[src/rtl/motor_ctrl_pkg.sv]
// Shared motion-control definitions: state codes, velocity width, default tick divider
// and the wide-arithmetic helpers used by the setpoint ramp.
package motor_ctrl_pkg;

  localparam int VEL_W        = 32;
  localparam int TICK_DIV_DEF = 5000;

  typedef enum logic [2:0] {
    ST_IDLE   = 3'd0,
    ST_RAMP   = 3'd1,
    ST_CRUISE = 3'd2,
    ST_DECEL  = 3'd3,
    ST_FAULT  = 3'd4
  } state_e;

  // Differences of two 32-bit signed values never reach -2^32, so negation cannot wrap.
  function automatic logic [VEL_W:0] abs_wide(input logic signed [VEL_W:0] v);
    if (v < 33'sd0) begin
      abs_wide = -v;
    end else begin
      abs_wide = v;
    end
  endfunction

  function automatic logic signed [VEL_W-1:0] sat_vel(input logic signed [VEL_W:0] v);
    if (v > 33'sh0_7FFF_FFFF) begin
      sat_vel = 32'sh7FFF_FFFF;
    end else if (v < 33'sh1_8000_0000) begin
      sat_vel = 32'sh8000_0000;
    end else begin
      sat_vel = v[VEL_W-1:0];
    end
  endfunction

endpackage

[src/rtl/vel_profile_sequencer_if.sv]
// Command, feedback and setpoint bundle between the register block / velocity loop
// (master side) and the profile sequencer (slave side).
interface vel_profile_sequencer_if;
  logic               start;
  logic               stop;
  logic               estop;
  logic               fault_clr;
  logic signed [31:0] target_vel;
  logic        [15:0] accel_step;
  logic signed [31:0] actual_vel;
  logic        [31:0] stall_thresh;
  logic signed [31:0] desired_vel;
  logic               loop_en;
  logic               busy;
  logic               done;
  logic               fault;
  logic        [2:0]  state;

  modport master (
    output start, stop, estop, fault_clr, target_vel, accel_step, actual_vel, stall_thresh,
    input  desired_vel, loop_en, busy, done, fault, state
  );

  modport slave (
    input  start, stop, estop, fault_clr, target_vel, accel_step, actual_vel, stall_thresh,
    output desired_vel, loop_en, busy, done, fault, state
  );
endinterface

[src/rtl/vel_profile_sequencer_tick_gen.sv]
// Free-running clock-enable divider: tick is high for one clk out of every DIV,
// while the internal count equals DIV-1.
module tick_gen #(
  parameter int DIV = 5000
) (
  input  logic clk,
  input  logic reset_n,
  output logic tick
);
  localparam int            CW   = (DIV > 1) ? $clog2(DIV) : 1;
  localparam logic [CW-1:0] LAST = CW'(DIV - 1);

  logic [CW-1:0] cnt_q, cnt_d;
  logic          tick_q, tick_d;

  // wrap at DIV-1; tick is registered from the next count so it lines up with cnt_q==LAST
  always_comb begin
    if (cnt_q == LAST) begin
      cnt_d = '0;
    end else begin
      cnt_d = cnt_q + CW'(1);
    end
    tick_d = (cnt_d == LAST);
  end

  // divider state
  always_ff @(posedge clk or negedge reset_n) begin
    if (!reset_n) begin
      cnt_q  <= '0;
      tick_q <= 1'b0;
    end else begin
      cnt_q  <= cnt_d;
      tick_q <= tick_d;
    end
  end

  assign tick = tick_q;
endmodule

[src/rtl/vel_profile_sequencer.sv]
// Trapezoidal setpoint sequencer for the PI velocity loop: ramps to a latched target,
// holds it while watching for stalls, ramps back to zero on stop, sticky fault on estop.
module vel_profile_sequencer
  import motor_ctrl_pkg::*;
#(
  parameter int TICK_DIV    = TICK_DIV_DEF,
  parameter int STALL_TICKS = 2000
) (
  input logic                    clk,
  input logic                    reset_n,
  vel_profile_sequencer_if.slave bus
);
  typedef logic signed [VEL_W:0] wide_t;
  localparam logic [31:0] STALL_LIM = 32'(STALL_TICKS);

  logic                    tick_s;
  state_e                  state_q, state_d;
  logic signed [VEL_W-1:0] desired_q, desired_d, tgt_q, tgt_d;
  logic [31:0]             stall_cnt_q, stall_cnt_d, stall_inc_s;
  logic                    done_q, done_d, loop_en_q, loop_en_d;
  logic                    busy_q, busy_d, fault_q, fault_d;
  wide_t                   step_s, ramp_tgt_s, cur_s, diff_s, moved_s, err_s;
  logic                    arrive_s, over_s;

  tick_gen #(.DIV(TICK_DIV)) u_tick_gen (
    .clk     (clk),
    .reset_n (reset_n),
    .tick    (tick_s)
  );

  // step toward the ramp target (tgt in RAMP, zero in DECEL) and stall-error evaluation
  always_comb begin
    step_s      = (bus.accel_step == 16'd0) ? 33'sd1 : wide_t'({17'd0, bus.accel_step});
    ramp_tgt_s  = (state_q == ST_DECEL) ? 33'sd0 : wide_t'({tgt_q[VEL_W-1], tgt_q});
    cur_s       = {desired_q[VEL_W-1], desired_q};
    diff_s      = ramp_tgt_s - cur_s;
    arrive_s    = (abs_wide(diff_s) <= $unsigned(step_s));
    moved_s     = diff_s[VEL_W] ? (cur_s - step_s) : (cur_s + step_s);
    err_s       = cur_s - {bus.actual_vel[VEL_W-1], bus.actual_vel};
    over_s      = (abs_wide(err_s) > {1'b0, bus.stall_thresh});
    stall_inc_s = over_s ? (stall_cnt_q + 32'd1) : 32'd0;
  end

  // next-state decision: estop > stall > stop > ramp/hold progress > start
  always_comb begin
    state_d     = state_q;
    desired_d   = desired_q;
    tgt_d       = tgt_q;
    stall_cnt_d = stall_cnt_q;
    done_d      = 1'b0;
    if (bus.estop) begin
      state_d     = ST_FAULT;
      desired_d   = '0;
      stall_cnt_d = '0;
    end else begin
      case (state_q)
        ST_IDLE: begin
          desired_d = '0;
          if (bus.start && (bus.target_vel != 32'sd0)) begin
            tgt_d   = bus.target_vel;
            state_d = ST_RAMP;
          end else if (bus.start) begin
            done_d = 1'b1;
          end else begin
            state_d = ST_IDLE;
          end
        end
        ST_RAMP: begin
          if (bus.stop) begin
            state_d = ST_DECEL;
          end else if (tick_s && arrive_s) begin
            desired_d   = tgt_q;
            stall_cnt_d = '0;
            state_d     = ST_CRUISE;
          end else if (tick_s) begin
            desired_d = sat_vel(moved_s);
          end else begin
            state_d = ST_RAMP;
          end
        end
        ST_CRUISE: begin
          desired_d = tgt_q;
          if (tick_s && (stall_inc_s >= STALL_LIM)) begin
            state_d     = ST_FAULT;
            desired_d   = '0;
            stall_cnt_d = '0;
          end else if (bus.stop) begin
            state_d = ST_DECEL;
          end else if (tick_s) begin
            stall_cnt_d = stall_inc_s;
          end else begin
            state_d = ST_CRUISE;
          end
        end
        ST_DECEL: begin
          if (tick_s && arrive_s) begin
            desired_d = '0;
            state_d   = ST_IDLE;
            done_d    = 1'b1;
          end else if (tick_s) begin
            desired_d = sat_vel(moved_s);
          end else begin
            state_d = ST_DECEL;
          end
        end
        ST_FAULT: begin
          desired_d = '0;
          if (bus.fault_clr) begin
            state_d = ST_IDLE;
          end else begin
            state_d = ST_FAULT;
          end
        end
        default: begin
          state_d   = ST_IDLE;
          desired_d = '0;
        end
      endcase
    end
    loop_en_d = (state_d == ST_RAMP) || (state_d == ST_CRUISE) || (state_d == ST_DECEL);
    busy_d    = (state_d != ST_IDLE);
    fault_d   = (state_d == ST_FAULT);
  end

  // sequencer state and registered outputs
  always_ff @(posedge clk or negedge reset_n) begin
    if (!reset_n) begin
      state_q     <= ST_IDLE;
      desired_q   <= '0;
      tgt_q       <= '0;
      stall_cnt_q <= '0;
      done_q      <= 1'b0;
      loop_en_q   <= 1'b0;
      busy_q      <= 1'b0;
      fault_q     <= 1'b0;
    end else begin
      state_q     <= state_d;
      desired_q   <= desired_d;
      tgt_q       <= tgt_d;
      stall_cnt_q <= stall_cnt_d;
      done_q      <= done_d;
      loop_en_q   <= loop_en_d;
      busy_q      <= busy_d;
      fault_q     <= fault_d;
    end
  end

  assign bus.desired_vel = desired_q;
  assign bus.loop_en     = loop_en_q;
  assign bus.busy        = busy_q;
  assign bus.done        = done_q;
  assign bus.fault       = fault_q;
  assign bus.state       = state_q;
endmodule

[src/flat_wrapper.sv]
// flat-port wrapper written by rule: the top's interface ports become plain ports
module vel_profile_sequencer_flat import motor_ctrl_pkg::*;
#(
  parameter int TICK_DIV    = TICK_DIV_DEF,
  parameter int STALL_TICKS = 2000
)
  (clk, reset_n, bus_start, bus_stop, bus_estop, bus_fault_clr, bus_target_vel, bus_accel_step, bus_actual_vel, bus_stall_thresh, bus_desired_vel, bus_loop_en, bus_busy, bus_done, bus_fault, bus_state);
  vel_profile_sequencer_if bus_i ();
  input logic clk;
  input logic reset_n;
  input wire logic [$bits(bus_i.start)-1:0] bus_start;
  input wire logic [$bits(bus_i.stop)-1:0] bus_stop;
  input wire logic [$bits(bus_i.estop)-1:0] bus_estop;
  input wire logic [$bits(bus_i.fault_clr)-1:0] bus_fault_clr;
  input wire logic [$bits(bus_i.target_vel)-1:0] bus_target_vel;
  input wire logic [$bits(bus_i.accel_step)-1:0] bus_accel_step;
  input wire logic [$bits(bus_i.actual_vel)-1:0] bus_actual_vel;
  input wire logic [$bits(bus_i.stall_thresh)-1:0] bus_stall_thresh;
  output wire logic [$bits(bus_i.desired_vel)-1:0] bus_desired_vel;
  output wire logic [$bits(bus_i.loop_en)-1:0] bus_loop_en;
  output wire logic [$bits(bus_i.busy)-1:0] bus_busy;
  output wire logic [$bits(bus_i.done)-1:0] bus_done;
  output wire logic [$bits(bus_i.fault)-1:0] bus_fault;
  output wire logic [$bits(bus_i.state)-1:0] bus_state;
  assign bus_i.start = bus_start;
  assign bus_i.stop = bus_stop;
  assign bus_i.estop = bus_estop;
  assign bus_i.fault_clr = bus_fault_clr;
  assign bus_i.target_vel = bus_target_vel;
  assign bus_i.accel_step = bus_accel_step;
  assign bus_i.actual_vel = bus_actual_vel;
  assign bus_i.stall_thresh = bus_stall_thresh;
  assign bus_desired_vel = bus_i.desired_vel;
  assign bus_loop_en = bus_i.loop_en;
  assign bus_busy = bus_i.busy;
  assign bus_done = bus_i.done;
  assign bus_fault = bus_i.fault;
  assign bus_state = bus_i.state;
  vel_profile_sequencer #(.TICK_DIV(TICK_DIV), .STALL_TICKS(STALL_TICKS)) u_core (.clk(clk), .reset_n(reset_n), .bus(bus_i));
endmodule
[config.mk]
export PLATFORM = sky130hd
export DESIGN_NAME = vel_profile_sequencer_flat
export DESIGN_NICKNAME = d
export VERILOG_FILES = /design/src/rtl/motor_ctrl_pkg.sv /design/src/rtl/vel_profile_sequencer_if.sv /design/src/rtl/vel_profile_sequencer_tick_gen.sv /design/src/rtl/vel_profile_sequencer.sv /design/src/flat_wrapper.sv
export SDC_FILE = /design/constraint.sdc
export NUM_CORES = 1
export LEC_CHECK = 0
export ABC_AREA = 0
export CORE_UTILIZATION = 25
export CTS_CLUSTER_DIAMETER = 200
export DETAILED_ROUTE_END_ITERATION = 6
export GPL_ROUTABILITY_DRIVEN = 0
export PLACE_DENSITY = 0.38
export SKIP_CTS_REPAIR_TIMING = 1
export SYNTH_ARGS = -nofsm -noshare
export SYNTH_HDL_FRONTEND = slang
export SYNTH_SLANG_ARGS = --single-unit
[constraint.sdc]
create_clock -name clk -period 9.95 [get_ports clk]
set_input_delay 1.99 -clock clk [delete_from_list [all_inputs] [get_ports clk]]
set_output_delay 1.99 -clock clk [all_outputs]
set_load 0.01 [all_outputs]
==> Yosys cells after proc, flatten, opt, wreduce, memory -nomap -nowiden <==
Index checks and enable logic that the tools add are counted.
{ "totals": {"out_inout_bits": 39, "n_memories": 0, "elab_cells": 93, "mem_bits_ro": 0, "reg_bits": 117, "mem_bits_rw": 0, "latchBits": 0} }
{ "op_classes": {"n_mul": 0, "muxes": 41, "n_eq_ne": 14, "div_mod_pow": 0, "addsub": 8, "order_cmp": 7, "shift": 0, "bitwise": 1, "reduce_logical": 12} }
{ "op_table": {"columns": ["operator", "n"], "rows": [
  ["$mux W32", 15],
  ["$mux W33", 4],
  ["$pmux W32 S3", 1],
  ["$lt A33 B1 Y1 const B", 2],
  ["$neg A33 Y33", 2],
  ["$pmux W32 S2", 1],
  ["$mux W3", 12],
  ["$add A32 B17 Y33", 1],
  ["$gt A33 B32 Y1", 1],
  ["$gt A33 B32 Y1 const B", 1],
  ["$le A33 B33 Y1", 1],
  ["$lt A33 B32 Y1 const B", 1],
  ["$sub A32 B17 Y33", 1],
  ["$sub A32 B32 Y33", 1],
  ["$sub A33 B32 Y33", 1],
  ["$add A32 B1 Y32 const B", 1],
  ["$ge A32 B11 Y1 const B", 1],
  ["$reduce_bool A32 Y1", 1],
  ["$eq A13 B13 Y1 const B", 2],
  ["$logic_not A16 Y1", 1],
  ["$mux W16", 1],
  ["$pmux W3 S5", 1],
  ["$add A13 B1 Y13 const B", 1],
  ["$mux W13", 1],
  ["15 further kinds", 28]
]} }

==> Depth between registers and ports, before layout <==
Gate-level depths: netlist of run 1.
{ "logic_depth": {"depth_word": 14, "depth_mapped": 33, "ltp_nobuf": 29} }

==> Hierarchy <==
From an unflattened synthesis of run 1, not the netlist that was laid out.
{ "hier_totals": {"cells_unflattened": 2129, "area_unflattened_um2": 15730.1} }
{ "by_module_without_submodules": {"columns": ["mod", "n_inst", "area_each_um2", "cells_per_inst"], "rows": [
  ["vel_profile_sequencer", 1, 14966.9, 2054],
  ["tick_gen", 1, 763.2, 75]
]} }

==> Worst setup path after synthesis of run 1 <==
No wires, ideal clock.
{ "synth_timing": {"kind": "in2reg", "start": "in bus_actual_vel[0]", "end": "reg u_core.stall_cnt_q[6]", "arrival_ns": 7.439, "path_slack_ns": 2.446, "cell_stages": 25, "setup_time_ns": 0.065, "path_cell_list": "ha_1 > fa_1 > nor2b_1 > o21a_1 > o21bai_1 > nand2_1 > xnor2_1 > o21ai_0 > or4b_2 > or3_1 > nand2b_1 > nand2b_1 > o31a_1 > xor2_1 > ha_1 > nand4_1 > nor4_1 > a22oi_1 > o211ai_1 > a221oi_1 > o21ai_0 > o21bai_1 > nor4b_2 > nor3b_1 > a211o_1"} }
{ "synth_between": {"elab_chain_len": 10} }
{ "synth_lines": {"columns": ["element", "line_no", "rtl"], "rows": [
  ["from (decl)", "flat_wrapper.sv:17", "input wire logic [$bits(bus_i.actual_vel)-1:0] bus_actual_vel;"],
  ["$sub A32 B32 Y33 *", "vel_profile_sequencer.sv:39", "err_s = cur_s - {bus.actual_vel[VEL_W-1], bus.actual_vel};"],
  ["$neg A33 Y33 / $lt A33 B1 Y1 (equally long branches)", "motor_ctrl_pkg.sv:19, motor_ctrl_pkg.sv:18", null],
  ["$mux W33 *", "motor_ctrl_pkg.sv:18", "if (v < 33'sd0) begin"],
  ["$gt A33 B32 Y1 *", "vel_profile_sequencer.sv:40", "over_s = (abs_wide(err_s) > {1'b0, bus.stall_thresh});"],
  ["$mux W32 *", "vel_profile_sequencer.sv:41", "stall_inc_s = over_s ? (stall_cnt_q + 32'd1) : 32'd0;"],
  ["$ge A32 B11 Y1 / $mux W32 (equally long branches)", "vel_profile_sequencer.sv:83, vel_profile_sequencer.sv:89", null],
  ["$logic_and A1 B1 Y1 / $mux W32 (equally long branches)", "vel_profile_sequencer.sv:83, vel_profile_sequencer.sv:87", null],
  ["$mux W32", "vel_profile_sequencer.sv:83", "if (tick_s && (stall_inc_s >= STALL_LIM)) begin"],
  ["$pmux W32 S2", "vel_profile_sequencer.sv:56", "case (state_q)"],
  ["$mux W32", "vel_profile_sequencer.sv:51", "if (bus.estop) begin"],
  ["to (signal assigned)", "vel_profile_sequencer.sv:140", "stall_cnt_q <= stall_cnt_d;"],
  ["to (decl)", "vel_profile_sequencer.sv:19", "logic [31:0] stall_cnt_q, stall_cnt_d, stall_inc_s;"]
]} }
Mark *: on every way between the ends. The rest lies on a longest branch, timed or not. The select of a mux whose other input is x is not followed.
A chain may end at the register's enable or synchronous reset.

==> Worst setup path after layout of run 1 <==
{ "layout_timing": {"start": "reg u_core.state_q[0], in the netlist u_core.bus.state[0]", "end": "reg u_core.desired_q[10], in the netlist u_core.bus.desired_vel[10]"} }
{ "layout_between": {"elab_chain_len": 12} }
{ "layout_lines": {"columns": ["element", "line_no", "rtl"], "rows": [
  ["from (decl)", "vel_profile_sequencer.sv:17", "state_e state_q, state_d;"],
  ["from (signal assigned)", "vel_profile_sequencer.sv:137", "state_q <= state_d;"],
  ["branches (longest 12 deep; another with $sub A33 B32 Y33)", null, null],
  ["to (signal assigned)", "vel_profile_sequencer.sv:138", "desired_q <= desired_d;"],
  ["to (decl)", "vel_profile_sequencer.sv:18", "logic signed [VEL_W-1:0] desired_q, desired_d, tgt_q, tgt_d;"]
]} }
Parallel ways; which one is timed is not known. The select of a mux whose other input is x is not followed.

==> results.sh, run 1 <==
export IMPL_crit_top_cell="o21ai_0"
export IMPL_totalPowerFinal_mw=3.007
export IMPL_layout_common_cells="inv_1 (190), a21oi_1 (162), nand2_1 (161), clkdlybuf4s50_1 (155), nor2_1 (153)"
export IMPL_viasPerCell=5.336
export IMPL_ios=157
export IMPL_grt_overflow_total=0
export IMPL_maxCapViolations=0
export IMPL_yosys_area_top_type="dfrtp_1"
export IMPL_clkLatencyLatePin_ps=480
export IMPL_critPathRequiredTime_ps=10310
export IMPL_top_layer="met4"
export IMPL_setup_viol=0
export IMPL_grt_pass1_wl_um=97990
export IMPL_dieArea_um2=64950
export IMPL_final_common_cell="inv_1"
export IMPL_hp_class="reg -> reg"
export IMPL_drt_pass1_iter_count=6
export IMPL_synth_distinct_cells=93
export IMPL_first_iter_violations=1195
export IMPL_row_count=92
export IMPL_worstSetupStartpointType="flop"
export IMPL_synth_flop_cell="dfrtp_1"
export IMPL_htree_levels=4
export IMPL_rsz0062_at_grt="no"
export IMPL_cts_sinks=117
export IMPL_die_w_um=254.8
export IMPL_drv_slew=0
export IMPL_synth_edf_count=0
export IMPL_cts_buffers=17
export IMPL_first_global_vias=15860
export IMPL_critPathTopFamily="compound AO/OA/AOI/OAI gates"
export IMPL_num_vias=16450
export IMPL_cp_num_buf_inv=3
export IMPL_syn2layout_area_growth_pct=18.93
export IMPL_cts_tree="built"
export IMPL_wl_met1_um=31320
export IMPL_hold_end="u_core.u_tick_gen.cnt_q[0]$_DFF_PN0_"
export IMPL_pre_cts_ws_ps=851.5
export IMPL_worstMarginPinSlew_ps=1134
export IMPL_antenna_left=0
export IMPL_crit_fanout=35
export IMPL_hold_start="u_core.u_tick_gen.cnt_q[0]$_DFF_PN0_"
export IMPL_peakVddDrop_v=0.0001214
export IMPL_wl_um=64800
export IMPL_ys_top_cells_by_area="dfrtp_1 (18%), ha_1 (12%), a21oi_1 (5.1%)"
export IMPL_grt_max_degree=62
export IMPL_crit_slowest_cell="nor2b_2"
export IMPL_grtUsageTotal_pct=19.96
export IMPL_synth_top_area_share_pct=18.32
export IMPL_min_period_over_period_pct=87.38
export IMPL_clockBufferDepth=2
export IMPL_hold_viol=0
export IMPL_antenna_found_initial=1
export IMPL_worst_clock_skew_ps=16.24
export IMPL_clkTransAtPathRegs_ps=70
export IMPL_timing_final_ws_setup_ps=1256
export IMPL_critPathMaxStageDelay_ps=840
export IMPL_outcome="completed"
export IMPL_cp_data_arrival_time_ps=9050
export IMPL_syn_cell_area_um2=15980
export IMPL_r2r_start="u_core.bus.state[0]$_DFF_PN0_"
export IMPL_syn_nets=2375
export IMPL_netlist_instances=2104
export IMPL_drc=0
export IMPL_fin_nets=2494
export IMPL_cts_root_buf="clkbuf_16"
export IMPL_rrSetupSlack_ps=1260
export IMPL_initial_core_util_pct=25.34
export IMPL_yosysSeqAreaShare_pct=18.32
export IMPL_slew_headroom_pct=23.71
export IMPL_avgRoutedWirePerCell_um=21.02
export IMPL_port_buffers=156
export IMPL_hold_depth=1
export IMPL_period_needed_ps=8694
export IMPL_powerDensity_nw_per_um2=158.2
export IMPL_setup_tns_ps=0
export IMPL_die_h_um=254.8
export IMPL_r2r_cells=27
export IMPL_p_leak_nw=8.085
export IMPL_cp_depth=27
export IMPL_critPathLaunch="u_core.bus.state[0]$_DFF_PN0_"
export IMPL_hpwl_um=53200
export IMPL_ys_warn_count=0
export IMPL_drive_above_1_share_pct=7.648
export IMPL_synth_seq_cells=117
export IMPL_r2r_end="u_core.bus.desired_vel[10]$_DFFE_PN0N_"
export IMPL_wl_met2_um=29100
export IMPL_wl_met3_um=2672
export IMPL_criticalPathCategory="reg -> reg"
export IMPL_core_area_um2=63080
export IMPL_async_reset_ff_share_pct=100.0
export IMPL_clock_fmax_mhz=115.0
export IMPL_post_synth_cell_area_avg_um2=7.596
export IMPL_end_kind="flop"
-- per-layer routing --
metal / global-route usage [%] / vias to the layer above
met3: 2.441 / 70
met1: 27.77 / 7946
met4: 6.655 / 0
li1: - / 8015
met5: 0 / -
met2: 31.73 / 419
-- worst max-delay path by stage --
stage               slack, ps                                endpoint
floorplan                2450       u_core.stall_cnt_q[6]$_DFFE_PN0P_
global placement          890       u_core.stall_cnt_q[0]$_DFFE_PN0P_
detailed placement        850       u_core.stall_cnt_q[0]$_DFFE_PN0P_
CTS                      1350  u_core.bus.desired_vel[10]$_DFFE_PN0N_
global route              450  u_core.bus.desired_vel[10]$_DFFE_PN0N_
finish                   1260  u_core.bus.desired_vel[10]$_DFFE_PN0N_
-- cells in the mapped netlist, types with 19 or more instances --
library cell	n
inv_1	190
a21oi_1	162
nand2_1	161
nor2_1	153
ha_1	150
dfrtp_1	117
o21ai_0	108
xnor2_1	87
a21o_1	71
nor3_1	56
nand3_1	55
clkbuf_1	50
xor2_1	49
nand4_1	44
a31oi_1	42
mux2_2	40
and2_1	33
nor4_1	28
and3_1	27
o21a_1	27
o31ai_1	27
nand2b_1	26
o211ai_1	25
a211oi_1	22
o21bai_1	22
nor2b_1	19
-- registers in the layout (all words and copies together), names as in the netlist --
register,count
u_core.tgt_q,32
u_core.u_tick_gen.tick,1
u_core.bus.desired_vel,32
u_core.stall_cnt_q,32
u_core.bus.state,3
u_core.bus.done,1
u_core.bus.busy,1
u_core.bus.fault,1
u_core.u_tick_gen.cnt_q,13
u_core.bus.loop_en,1
-- cell type report --
type	count	area, µm²
inverters	192	720.7
repair buffers	180	1739
fillers	6923	44070
multi-input cells	1715	11990
well taps	846	1059
diodes	1	2.502
clock inverters	14	130.1
clock buffers	18	439.2
flip-flops and latches	117	2928
-- report_power, final --
group	leakage, nW	switching [mW]	total (mW)	internal (mW)
clock	0.282	0.292	0.628	0.336
sequential	1.54	0.0226	0.535	0.512
combinational	6.26	1.16	1.84	0.681
total	8.09	1.48	3.01	1.53
-- cell families (layout without fill, tap and decap cells) --
group,count (synthesis),after routing,synth area share (%)
multiplexers,52,52,3.570
XOR/XNOR,138,138,7.727
adder cells (fa/ha/maj),157,157,12.37
buffers and inverters,272,404,6.717
AO/OA/AOI/OAI,685,685,29.37
flip-flops,117,117,18.32
other,0,1,0
AND/OR/NAND/NOR,683,683,21.93
-- stage by stage --
step           instance area [µm²]  util (%)  hold WS [ps]  instances
2_1_floorplan                15980         -         455.5       2104
3_3_place_gp                 18440     29.23         484.8       3050
3_5_place_dp                 18440     29.23         488.0       3050
4_1_cts                      19010     30.13         497.4       3082
5_1_grt                      19010     30.13         513.5       3083
6_report                     19010     30.13         502.4       3083
Note: power is estimated with default switching activity, not from simulation.
==> run 2, diff against run 1 <==
SLEW_MARGIN = 20   (was not set)
clock period = 9.5 ns   (was 9.95 ns; I/O delays follow)
==> run 2 against run 1 <==
  * Routed wire length down 1.1%
  * Combinational power up 5%
  * Power up 5.6%
  * Sequential cell count unchanged
  * Largest power group unchanged
  * Critical path type is now in -> reg
  * Clock skew down 0.67 ps
  * Global-route usage down 0.19 points
  * Die area unchanged
==> results.sh, run 2 (synthesis gave the netlist of run 1 again) <==
export IMPL_outcome="completed"
export IMPL_cp_depth=30
export IMPL_clkLatencyLatePin_ps=470
export IMPL_grt_overflow_total=0
export IMPL_die_w_um=254.8
export IMPL_crit_fanout=20
export IMPL_avgRoutedWirePerCell_um=20.71
export IMPL_powerDensity_nw_per_um2=165.8
export IMPL_clock_fmax_mhz=117.9
export IMPL_grt_pass1_wl_um=97080
export IMPL_slew_headroom_pct=27.45
export IMPL_multi_input_area_um2=12000
export IMPL_die_h_um=254.8
export IMPL_r2r_end="u_core.bus.desired_vel[29]$_DFFE_PN0N_"
export IMPL_fin_nets=2504
export IMPL_clockBufferDepth=2
export IMPL_crit_slowest_cell="or4b_2"
export IMPL_drv_slew=0
export IMPL_grt_max_degree=49
export IMPL_setup_tns_ps=0
export IMPL_r2r_start="u_core.bus.state[2]$_DFF_PN0_"
export IMPL_htree_levels=4
export IMPL_worstSetupStartpointType="input port"
export IMPL_hp_class="reg -> reg"
export IMPL_end_kind="flop"
export IMPL_rrSetupSlack_ps=1160
export IMPL_final_common_cell="inv_1"
export IMPL_critPathLaunch="bus_actual_vel[2]"
export IMPL_rsz0062_at_grt="no"
export IMPL_r2r_cells=27
export IMPL_drive_above_1_share_pct=8.148
export IMPL_setup_worst_path_end="u_core.stall_cnt_q[0]$_DFFE_PN0P_"
export IMPL_num_vias=16380
export IMPL_first_global_vias=16030
export IMPL_worstMarginPinSlew_ps=1088
export IMPL_clkTransAtPathRegs_ps=70
export IMPL_p_leak_nw=8.164
export IMPL_cts_tree="built"
export IMPL_hold_viol=0
export IMPL_drc=0
export IMPL_layout_common_cells="inv_1 (190), a21oi_1 (162), nand2_1 (161), clkdlybuf4s50_1 (155), nor2_1 (153)"
export IMPL_critPathMaxStageDelay_ps=740
export IMPL_cts_buffers=17
export IMPL_first_iter_violations=1041
export IMPL_peakVddDrop_v=0.0001222
export IMPL_syn2layout_area_growth_pct=19.85
export IMPL_period_needed_ps=8485
export IMPL_viasPerCell=5.295
export IMPL_worst_clock_skew_ps=15.58
export IMPL_port_buffers=156
export IMPL_critPathRequiredTime_ps=9910
export IMPL_cp_data_arrival_time_ps=8890
export IMPL_setup_viol=0
export IMPL_layout_area_seq_um2=2928
export IMPL_antenna_left=0
export IMPL_fillers=6919
export IMPL_criticalPathCategory="in -> reg"
export IMPL_critPathTopFamily="compound AO/OA/AOI/OAI gates"
export IMPL_row_count=92
export IMPL_final_core_utilization_pct=30.37
export IMPL_core_area_um2=63080
export IMPL_min_period_over_period_pct=89.31
export IMPL_initial_core_util_pct=25.34
export IMPL_antenna_found_initial=2
export IMPL_maxCapViolations=0
export IMPL_hpwl_um=52790
export IMPL_grtUsageTotal_pct=19.77
export IMPL_dieArea_um2=64950
export IMPL_ios=157
export IMPL_cts_sinks=117
export IMPL_cp_num_buf_inv=3
export IMPL_cts_root_buf="clkbuf_16"
export IMPL_drt_pass1_iter_count=5
export IMPL_wl_um=64060
## run 2: power breakdown
group / internal, mW / total, mW / switching, mW
clock network: 0.377 / 0.686 / 0.309
logic: 0.717 / 1.93 / 1.21
registers: 0.537 / 0.560 / 0.0237
## run 2: metal layers
layer / wire length (µm) / share of wire [%] / global-route usage (%) / vias up
li1: - / - / - / 8021
met1: 30880 / 48 / 27.22 / 7896
met2: 28790 / 45 / 31.26 / 388
met3: 2571 / 4.0 / 3.020 / 73
met4: 1828 / 2.9 / 6.724 / 0
met5: 0 / 0 / 0 / -
## run 2: how the worst min path moves through the flow
stage               slack (ps)  depth (start not counted)                                 start                                   end
detailed placement         480                          1  u_core.u_tick_gen.cnt_q[0]$_DFF_PN0_  u_core.u_tick_gen.cnt_q[0]$_DFF_PN0_
finish                     480                          1  u_core.u_tick_gen.cnt_q[0]$_DFF_PN0_  u_core.u_tick_gen.cnt_q[0]$_DFF_PN0_
global placement           480                          1  u_core.u_tick_gen.cnt_q[0]$_DFF_PN0_  u_core.u_tick_gen.cnt_q[0]$_DFF_PN0_
CTS                        490                          1  u_core.u_tick_gen.cnt_q[0]$_DFF_PN0_  u_core.u_tick_gen.cnt_q[0]$_DFF_PN0_
floorplan                  460                          1  u_core.u_tick_gen.cnt_q[0]$_DFF_PN0_  u_core.u_tick_gen.cnt_q[0]$_DFF_PN0_
global route               510                          1  u_core.u_tick_gen.cnt_q[0]$_DFF_PN0_  u_core.u_tick_gen.cnt_q[0]$_DFF_PN0_
## run 2: stage by stage
| stage | hold WS (ps) | setup slack, ps | power, mW | std cells | cell area (µm²) |
|---|---|---|---|---|---|
| after global routing | 509.1 | 371.2 | 3.430 | 3092 | 19150 |
| after CTS | 489.9 | 1007 | 3.188 | 3092 | 19150 |
| after floorplan | 455.5 | 2086 | 1.932 | 2104 | 15980 |
| final | 483.0 | 1015 | 3.175 | 3093 | 19160 |
| after detailed placement | 481.0 | 524.2 | 2.475 | 3060 | 18540 |
| after global placement | 482.5 | 557.1 | 2.462 | 3060 | 18540 |
## run 2: cell type report
type                            instances  share of cell area, %
Multi-Input combinational cell       1715                  62.65
Tap cell                              846                  5.526
Timing Repair Buffer                  190                  9.602
Sequential cell                       117                  15.28
Clock inverter                         15                 0.9406
Inverter                              192                  3.762
Clock buffer                           17                  2.221
Antenna cell                            1                0.01306
==> run 3, diff against run 2 <==
ABC_AREA = not set   (was 0)
CAP_MARGIN = 25   (was not set)
CTS_BUF_LIST = sky130_fd_sc_hd__clkbuf_8   (was not set)
==> run 3 against run 2 <==
  * The flow now finishes with violations (DRC)
  * Utilization shrank 0.27 points
  * Global-route usage shrank 0.10 points
  * Count of clock-buffer cells in the layout is the same
  * Setup slack gained 5.4 ps
  * Critical path depth shrank 1
  * Via count shrank 0.72%
  * Routed wire length is essentially flat
  * Clock power shrank 25%
  * Design area shrank 0.89%
  * Sequential power is essentially flat
  * Die area is the same
  * First-iteration DRC count grew 10%
  * Critical path type is now reg -> reg
  * Largest cell class unchanged
  * Largest power group unchanged
==> results.sh, run 3 (synthesis gave the netlist of run 1 again) <==
export IMPL_drive_above_1_share_pct=8.185
export IMPL_rrSetupSlack_ps=1020
export IMPL_critPathMaxStageDelay_ps=530
export IMPL_critPathTopFamily="compound AO/OA/AOI/OAI gates"
export IMPL_criticalPathCategory="reg -> reg"
export IMPL_viasPerCell=5.255
export IMPL_hp_class="reg -> reg"
export IMPL_cp_data_arrival_time_ps=8900
export IMPL_crit_fanout=35
export IMPL_initial_core_util_pct=25.34
export IMPL_critPathRequiredTime_ps=9920
export IMPL_hold_end="u_core.u_tick_gen.cnt_q[0]$_DFF_PN0_"
export IMPL_setup_tns_ps=0
export IMPL_crit_slowest_cell="dfrtp_1"
export IMPL_powerDensity_nw_per_um2=158.2
export IMPL_drt_pass1_iter_count=7
export IMPL_clockBufferDepth=2
export IMPL_row_count=92
export IMPL_fin_nets=2506
export IMPL_period_needed_ps=8479
export IMPL_clkTransAtPathRegs_ps=100
export IMPL_worstMarginPinSlew_ps=994.9
export IMPL_slew_headroom_pct=33.23
export IMPL_cts_buffers=17
export IMPL_syn2layout_area_growth_pct=18.78
export IMPL_die_w_um=254.8
export IMPL_worst_clock_skew_ps=19.53
export IMPL_htree_levels=4
export IMPL_cts_tree="built"
export IMPL_avgRoutedWirePerCell_um=20.70
export IMPL_r2r_start="u_core.bus.state[2]$_DFF_PN0_"
export IMPL_p_leak_nw=8.090
export IMPL_ios=157
export IMPL_end_kind="flop"
export IMPL_port_buffers=156
export IMPL_drc=4
export IMPL_worstSetupStartpointType="flop"
export IMPL_cp_num_buf_inv=4
export IMPL_timing_final_ws_setup_ps=1021
export IMPL_clkLatencyLatePin_ps=540
export IMPL_grtUsageTotal_pct=19.67
export IMPL_min_period_over_period_pct=89.25
export IMPL_peakVddDrop_v=0.0001155
export IMPL_antenna_cells=0
export IMPL_outcome="finished, violations left"
export IMPL_r2r_end="u_core.bus.desired_vel[10]$_DFFE_PN0N_"
export IMPL_rsz0062_at_grt="no"
export IMPL_antenna_found_initial=1
export IMPL_failed_checks="DRC"
export IMPL_hpwl_um=52730
export IMPL_pre_cts_ws_ps=563.1
export IMPL_hold_start="u_core.u_tick_gen.cnt_q[0]$_DFF_PN0_"
export IMPL_antenna_left=0
export IMPL_cts_root_buf="clkbuf_8"
export IMPL_final_core_utilization_pct=30.10
export IMPL_first_global_vias=15870
export IMPL_grt_pass1_wl_um=96970
export IMPL_layout_common_cells="inv_1 (190), a21oi_1 (162), nand2_1 (161), clkdlybuf4s50_1 (155), nor2_1 (153)"
export IMPL_num_vias=16260
export IMPL_setup_viol=0
export IMPL_hold_viol=0
export IMPL_crit_top_cell="o21ai_0"
export IMPL_die_h_um=254.8
export IMPL_grt_max_degree=49
export IMPL_r2r_cells=29
export IMPL_maxCapViolations=0
export IMPL_cts_sinks=117
export IMPL_final_common_cell="inv_1"
export IMPL_wl_um=64060
export IMPL_dieArea_um2=64950
export IMPL_hold_depth=1
export IMPL_grt_overflow_total=0
export IMPL_first_iter_violations=1146
export IMPL_drv_slew=0
export IMPL_clock_fmax_mhz=117.9
export IMPL_core_area_um2=63080
run 3: changes by cell type in the layout (fill, tap and decap cells not counted), sizes merged:
cell	delta
clkinv	+2
diode	-1
buf	+2
inv	-2
run 3: worst max-delay path by stage:
stage	cells after the start	slack [ps]	end	from
after floorplan	25	2090	u_core.stall_cnt_q[6]$_DFFE_PN0P_	bus_actual_vel[0]
after global placement	30	560	u_core.stall_cnt_q[0]$_DFFE_PN0P_	bus_actual_vel[2]
after detailed placement	30	560	u_core.stall_cnt_q[0]$_DFFE_PN0P_	bus_actual_vel[2]
after CTS	30	1150	u_core.stall_cnt_q[0]$_DFFE_PN0P_	bus_actual_vel[2]
after global routing	29	490	u_core.bus.desired_vel[10]$_DFFE_PN0N_	u_core.bus.state[2]$_DFF_PN0_
final	29	1020	u_core.bus.desired_vel[10]$_DFFE_PN0N_	u_core.bus.state[2]$_DFF_PN0_
run 3: final cells by class:
class,count,area [µm²]
fillers,6930,44100
multi-input cells,1715,12000
flip-flops and latches,117,2928
repair buffers,192,1864
well taps,846,1059
inverters,192,720.7
clock buffers,17,234.0
clock inverters,15,182.7
run 3: layer usage:
metal | global-route usage, % | vias up | part of all wire [%]
li1 | - | 8018 | -
met1 | 27.25 | 7844 | 48
met2 | 32.36 | 348 | 46
met3 | 2.492 | 50 | 3.7
met4 | 4.311 | 0 | 1.8
met5 | 0 | - | 0
run 3: stage by stage:
step                      cell area, µm²  std cells  hold slack, ps  power, mW
after global routing               18980       3094           516.1      3.252
after CTS                          18960       3093           497.5      3.022
after detailed placement           18550       3061           484.6      2.475
after global placement             18540       3060           482.5      2.462
after floorplan                    15980       2104           455.5      1.932
final                              18980       3094           494.0      3.003
run 3: where the power goes:
group          total (mW)  internal [mW]  switching, mW  leakage [nW]
Sequential          0.560          0.536         0.0239          1.54
Clock               0.516          0.223          0.293         0.211
Combinational        1.93          0.719           1.21          6.34
Total                3.00           1.48           1.53          8.09
